**config.mk**
```make
export PLATFORM = sky130hd
export DESIGN_NAME = keypad_scanner
export DESIGN_NICKNAME = d
export VERILOG_FILES = /design/src/rtl/keypad_scanner.sv
export SDC_FILE = /design/constraint.sdc
export NUM_CORES = 1
export LEC_CHECK = 0
export BUFFER_PORTS_ARGS = -buffer_cell sky130_fd_sc_hd__buf_2
export CELL_PAD_IN_SITES_DETAIL_PLACEMENT = 1
export CELL_PAD_IN_SITES_GLOBAL_PLACEMENT = 2
export CORE_MARGIN = 2
export CORE_UTILIZATION = 35
export CTS_CLUSTER_DIAMETER = 200
export DETAILED_ROUTE_END_ITERATION = 10
export PLACE_DENSITY_LB_ADDON = 0.1
export SKIP_LAST_GASP = 1
export SYNTH_ARGS = -nofsm -noshare
export SYNTH_HDL_FRONTEND = slang
export SYNTH_SLANG_ARGS = --single-unit
```
**constraint.sdc**
```tcl
create_clock -name clk -period 4.29 [get_ports clk]
set_clock_uncertainty 0.05 [all_clocks]
set_input_delay 0.429 -clock clk [delete_from_list [all_inputs] [get_ports clk]]
set_output_delay 0.429 -clock clk [all_outputs]
set_load 0.01 [all_outputs]
```
**src/rtl/keypad_scanner.sv**
```systemverilog
// 4x4 hex keypad scanner: column strobe, row synchronizer, scan-level debounce FSM.
// Define KEYPAD_ENTRY_EN to build the 32-bit hex digit entry shift register.
module keypad_scanner #(
  parameter int SCAN_DIV = 50000,
  parameter int DEBOUNCE = 4
) (
  input  logic        clk,
  input  logic        reset,
  input  logic [3:0]  rows,
  input  logic        entry_clr,
  output logic [3:0]  cols,
  output logic [3:0]  key_code,
  output logic        key_valid,
  output logic        key_held,
  output logic [31:0] entry
);

  localparam int DW = $clog2(SCAN_DIV);
  localparam int CW = $clog2(DEBOUNCE + 1);
  localparam logic [DW-1:0] DIV_LAST = DW'(SCAN_DIV - 1);
  localparam logic [DW-1:0] DIV_ONE  = DW'(1);
  localparam logic [CW-1:0] CNT_MAX  = CW'(DEBOUNCE);
  localparam logic [CW-1:0] CNT_ONE  = CW'(1);

  typedef enum logic [1:0] {IDLE, PRESS_WAIT, HELD, RELEASE_WAIT} state_t;

  logic [3:0]    rows_meta_reg;
  logic [3:0]    rows_sync_reg;
  logic [DW-1:0] div_reg;
  logic [1:0]    col_reg;
  logic [15:0]   snap_reg;
  logic          scan_done_reg;
  state_t        state_reg;
  logic [CW-1:0] cnt_reg;
  logic [3:0]    cand_reg;
  logic [3:0]    key_code_reg;
  logic          key_valid_reg;
  logic          key_held_reg;

  // Rows idle high, so the synchronizer resets to the released state.
  always_ff @(posedge clk or posedge reset) begin
    if (reset) begin
      rows_meta_reg <= 4'hF;
      rows_sync_reg <= 4'hF;
    end else begin
      rows_meta_reg <= rows;
      rows_sync_reg <= rows_meta_reg;
    end
  end

  always_ff @(posedge clk or posedge reset) begin
    if (reset) begin
      div_reg       <= '0;
      col_reg       <= 2'd0;
      snap_reg      <= 16'hFFFF;
      scan_done_reg <= 1'b0;
    end else begin
      scan_done_reg <= 1'b0;
      if (div_reg == DIV_LAST) begin
        div_reg                       <= '0;
        col_reg                       <= col_reg + 2'd1;
        snap_reg[{col_reg, 2'b00} +: 4] <= rows_sync_reg;
        scan_done_reg                 <= (col_reg == 2'd3);
      end else begin
        div_reg <= div_reg + DIV_ONE;
      end
    end
  end

  assign cols = ~(4'b0001 << col_reg);

  // Snapshot bit 4*col+row; a lone low bit maps to key code 4*row+col.
  logic       any_low;
  logic       multi_low;
  logic [3:0] low_idx;
  logic [3:0] snap_key;

  always_comb begin
    any_low   = 1'b0;
    multi_low = 1'b0;
    low_idx   = 4'd0;
    for (int i = 0; i < 16; i++) begin
      if (!snap_reg[i]) begin
        if (any_low) multi_low = 1'b1;
        any_low = 1'b1;
        low_idx = 4'(i);
      end
    end
  end

  assign snap_key = {low_idx[1:0], low_idx[3:2]};

  logic snap_single;
  logic snap_none;
  assign snap_single = any_low && !multi_low;
  assign snap_none   = !any_low;

  always_ff @(posedge clk or posedge reset) begin
    if (reset) begin
      state_reg     <= IDLE;
      cnt_reg       <= '0;
      cand_reg      <= 4'd0;
      key_code_reg  <= 4'd0;
      key_valid_reg <= 1'b0;
      key_held_reg  <= 1'b0;
    end else begin
      key_valid_reg <= 1'b0;
      if (scan_done_reg) begin
        case (state_reg)
          IDLE: begin
            if (snap_single) begin
              cand_reg <= snap_key;
              if (DEBOUNCE == 1) begin
                state_reg     <= HELD;
                cnt_reg       <= CNT_MAX;
                key_code_reg  <= snap_key;
                key_valid_reg <= 1'b1;
                key_held_reg  <= 1'b1;
              end else begin
                state_reg <= PRESS_WAIT;
                cnt_reg   <= CNT_ONE;
              end
            end
          end
          PRESS_WAIT: begin
            if (snap_single && snap_key == cand_reg) begin
              if (cnt_reg + CNT_ONE == CNT_MAX) begin
                state_reg     <= HELD;
                cnt_reg       <= CNT_MAX;
                key_code_reg  <= cand_reg;
                key_valid_reg <= 1'b1;
                key_held_reg  <= 1'b1;
              end else begin
                cnt_reg <= cnt_reg + CNT_ONE;
              end
            end else begin
              state_reg <= IDLE;
              cnt_reg   <= '0;
            end
          end
          HELD: begin
            // Any key activity keeps the hold; there is no auto-repeat.
            if (snap_none) begin
              if (DEBOUNCE == 1) begin
                state_reg    <= IDLE;
                cnt_reg      <= '0;
                key_held_reg <= 1'b0;
              end else begin
                state_reg <= RELEASE_WAIT;
                cnt_reg   <= CNT_ONE;
              end
            end
          end
          RELEASE_WAIT: begin
            if (snap_none) begin
              if (cnt_reg + CNT_ONE == CNT_MAX) begin
                state_reg    <= IDLE;
                cnt_reg      <= '0;
                key_held_reg <= 1'b0;
              end else begin
                cnt_reg <= cnt_reg + CNT_ONE;
              end
            end else begin
              state_reg <= HELD;
              cnt_reg   <= CNT_MAX;
            end
          end
          default: begin
            state_reg    <= IDLE;
            cnt_reg      <= '0;
            key_held_reg <= 1'b0;
          end
        endcase
      end
    end
  end

  assign key_code  = key_code_reg;
  assign key_valid = key_valid_reg;
  assign key_held  = key_held_reg;

`ifdef KEYPAD_ENTRY_EN
  logic [31:0] entry_reg;

  // A clear in the accept cycle wins over shifting the new digit in.
  always_ff @(posedge clk or posedge reset) begin
    if (reset) begin
      entry_reg <= 32'h0;
    end else if (entry_clr) begin
      entry_reg <= 32'h0;
    end else if (key_valid_reg) begin
      entry_reg <= {entry_reg[27:0], key_code_reg};
    end
  end

  assign entry = entry_reg;
`else
  logic entry_clr_unused;
  assign entry_clr_unused = entry_clr;
  assign entry = 32'h0;
`endif

endmodule
```
==> out/qor.yml <==
critical_path:
  slowest_stage: "dfstp_2"
  cp_top_family: "simple AND/OR/NAND/NOR gates"
  path_class: "flop to flop"
  crit_buf_inv: 0
  r2r_end: "key_code[3]"
  startpoint: "snap_reg[2]"
  critPathArrivalTime_ns: 3.35
  cp.required_ns: 4.47
  r2r-start: "snap_reg[2]"
  crit_chain: "and4_1 -> a41o_1 -> nand4_1 -> or4b_4 -> or4_1 -> or2_1 -> mux2_4"
  reg2reg_setup_slack_ns: 1.12
  r2r_cells: 7
  worstSetupEndpoint: "key_code[3]"
  path_depth: 7
  startpoint_type: "flop"
  cp_max_fo: 10
  slowest_delay_ns: 0.62
  crit_path_end_kind: "flop"
global_route:
  track_usage_pct: 15.10
  grt_overflow: 0
  grt_max_degree: 44
  antenna_found_initial: 0
  grt_pass1_wl_um: 11700
  grt_pass1_vias: 2321
floorplan:
  initial_core_util_pct: 36.38
  die_area_mm2: 0.009888
  rows: 34
  io_pins: 49
  dieHeight_um: 99.44
  core_mm2: 0.008763
  die_w_um: 99.44
yosys:
  synth_top_area_share_pct: 26.69
  synth-edff-count: 0
  ys_warn_count: 0
  async_reset_ff_share_pct: 100.0
  syn_avg_cell_area_um2: 9.488
  synth_top_cell_by_area: "dfrtp_1"
  syn_area_mm2: 0.003188
  synthAdderAreaFrac_pct: 3.885
  synth_compound_area_share_pct: 13.07
  synth_simple_gate_area_share_pct: 18.37
  synth_cell_types: 49
  synth_cells: 336
  synth_seq_cells: 58
  synthFlopType: "dfrtp_1"
  synthXorXnorAreaFrac_pct: 4.121
  synth.area.top_cells: "dfrtp_1 (27%), dfstp_2 (20%), buf_4 (8.0%)"
  synth_top_family_by_area: "simple AND/OR/NAND/NOR gates"
  muxShareOfSynthArea_pct: 2.119
  ys_seq_area_share_pct: 46.47
place:
  pre_cts_slack_ns: 1.103
  dp_cells: 448
  portBuffers: 15
  place_congestion: 0.8204
  post-dp-hpwl_um: 4944
clocking:
  cts_sinks: 58
  cts_tree: "yes"
  cts_hold_buf: 0
  root_buffer: "clkbuf_8"
  clk_pin_slew_ns: 0.07
  htreeDepth: 3
  cts_resized: 0
  numCtsBuffers: 9
  clk-insertion-delay-late_ns: 0.34
  clk_path_buf_depth: 2
  cts_setup_buffers: 0
power_and_ir_drop:
  ir_drop_v: 0.0001304
  pwr_density_cell_mw_per_mm2: 310.2
  p_leak_nw: 1.496
final_layout:
  area_growth_pct: 6.790
  layout-drive-gt1-share_pct: 18.54
  layout.cells.non_filler: 464
  antenna_cells: 0
  utilization_pct: 38.85
  nets: 367
timing:
  finalWorstSetupSlack_ns: 1.115
  finalCriticalPeriod_ns: 3.175
  maxSlewHeadroom_pct: 39.17
  whs_ns: 0.1430
  setup_viol: 0
  finalCritPeriodShare_pct: 74.01
  max_freq_ghz: 0.3150
  fin_setup_tns_ns: 0
  finalMaxSlewViolations: 0
  rsz0062_at_grt: "no"
  worst_slew_pin_slew_ns: 0.9111
  hold_viol_final: 0
drt:
  first_pass_iters: 4
  routed-via-count: 2295
  ant_nets: 0
  drtIter0Drc: 94
  wl_per_cell_um: 14.71
  wl_um: 6825
  post-route-drc-count: 0
  via_per_inst: 4.946
run_status:
  status: "finished, final reports clean"
flow_run:
  maxCapViolations: 0
min_path:
  hp-class: "primary input to flop"
## area by class of cell
| class | count | area [um^2] |
|---|---|---|
| flip-flops and latches | 58 | 1481 |
| well taps | 108 | 135.1 |
| repair buffers | 16 | 82.58 |
| fillers | 1026 | 5359 |
| clock inverters | 2 | 12.51 |
| clock buffers | 14 | 172.7 |
| inverters | 20 | 75.07 |
| multi-input cells | 246 | 1445 |
## worst min path at each step
stage,startpoint,slack (ns),depth (start not counted),to
global route,rows[1],0.13,1,rows_meta_reg[1]
floorplan,rows_meta_reg[0],0.30,0,rows_sync_reg[0]
finish,rows[3],0.14,1,rows_meta_reg[3]
global placement,rows_meta_reg[3],0.30,0,rows_sync_reg[3]
detailed placement,rows_meta_reg[3],0.30,0,rows_sync_reg[3]
CTS,rows[3],0.12,1,rows_meta_reg[3]
## per-stage QoR
| step | power (mW) | cell area, um^2 |
|---|---|---|
| final | 1.056 | 3405 |
| after global routing | 1.106 | 3405 |
| after CTS | 1.080 | 3405 |
| after detailed placement | 0.5956 | 3219 |
| after global placement | 0.5951 | 3219 |
| after floorplan | 0.6080 | 3304 |
## metal layers
| metal | GRT usage [%] | vias up | wire length, um |
|---|---|---|---|
| met1 | 20.37 | 1121 | 3271 |
| met5 | 0 | - | 0 |
| met3 | 2.530 | 11 | 192 |
| met2 | 23.65 | 38 | 3242 |
| li1 | - | 1125 | - |
| met4 | 7.271 | 0 | 119 |
## logic make-up after synthesis
group / count (synthesis)
buf+inv: 63
fa+ha+maj: 10
compound gates: 64
mux: 5
other cells: 1
xor+xnor: 15
simple gates: 120
flops: 58
## worst register-to-register path, cell delays in order, from the launching register on
cell and delay (ns):
dfstp_2 0.62, and4_1 0.31, a41o_1 0.20, nand4_1 0.09, or4b_4 0.52, or4_1 0.57, or2_1 0.38, mux2_4 0.33
## synthesized netlist by cell type (2+ instances only)
master and number:
a21oi_1 5, a211o_1 2, nand3_1 13, nand4_1 8
a41oi_1 2, nand2_1 49, inv_1 20, clkbuf_1 2
nor4_1 2, a21o_1 2, buf_2 5, o21ai_0 28
dfrtp_1 34, mux2_2 2, a311oi_1 4, ha_1 9
mux2_4 3, o211ai_1 3, a31o_2 2, and4_1 2
and3_1 10, buf_4 34, nor2_1 19, xnor2_1 6
xor2_1 9, and2_1 3, dfstp_2 24, a211oi_1 2
and4_4 2, nor3_1 4, o21a_1 2, nor2b_1 4
a31oi_1 4
## layout by cell type (no fill, tap or decap), types with 5 or more instances in the layout
| cell type | n |
|---|---|
| nor2_1 | 19 |
| inv_1 | 19 |
| nand2_1 | 49 |
| xor2_1 | 9 |
| and3_1 | 10 |
| dfrtp_1 | 34 |
| ha_1 | 9 |
| nand4_1 | 8 |
| dfstp_2 | 24 |
| buf_2 | 15 |
| conb_1 | 32 |
| o21ai_0 | 28 |
| clkbuf_8 | 12 |
| xnor2_1 | 6 |
| a21oi_1 | 5 |
| nand3_1 | 13 |
## report_power, final
part	internal [mW]	switching (mW)	total [mW]	leakage [nW]
combinational	0.00267	0.0250	0.0277	0.694
sequential	0.555	0.00337	0.558	0.710
clock	0.257	0.214	0.470	0.0927
No activity file was read; power rests on OpenSTA's default activity.
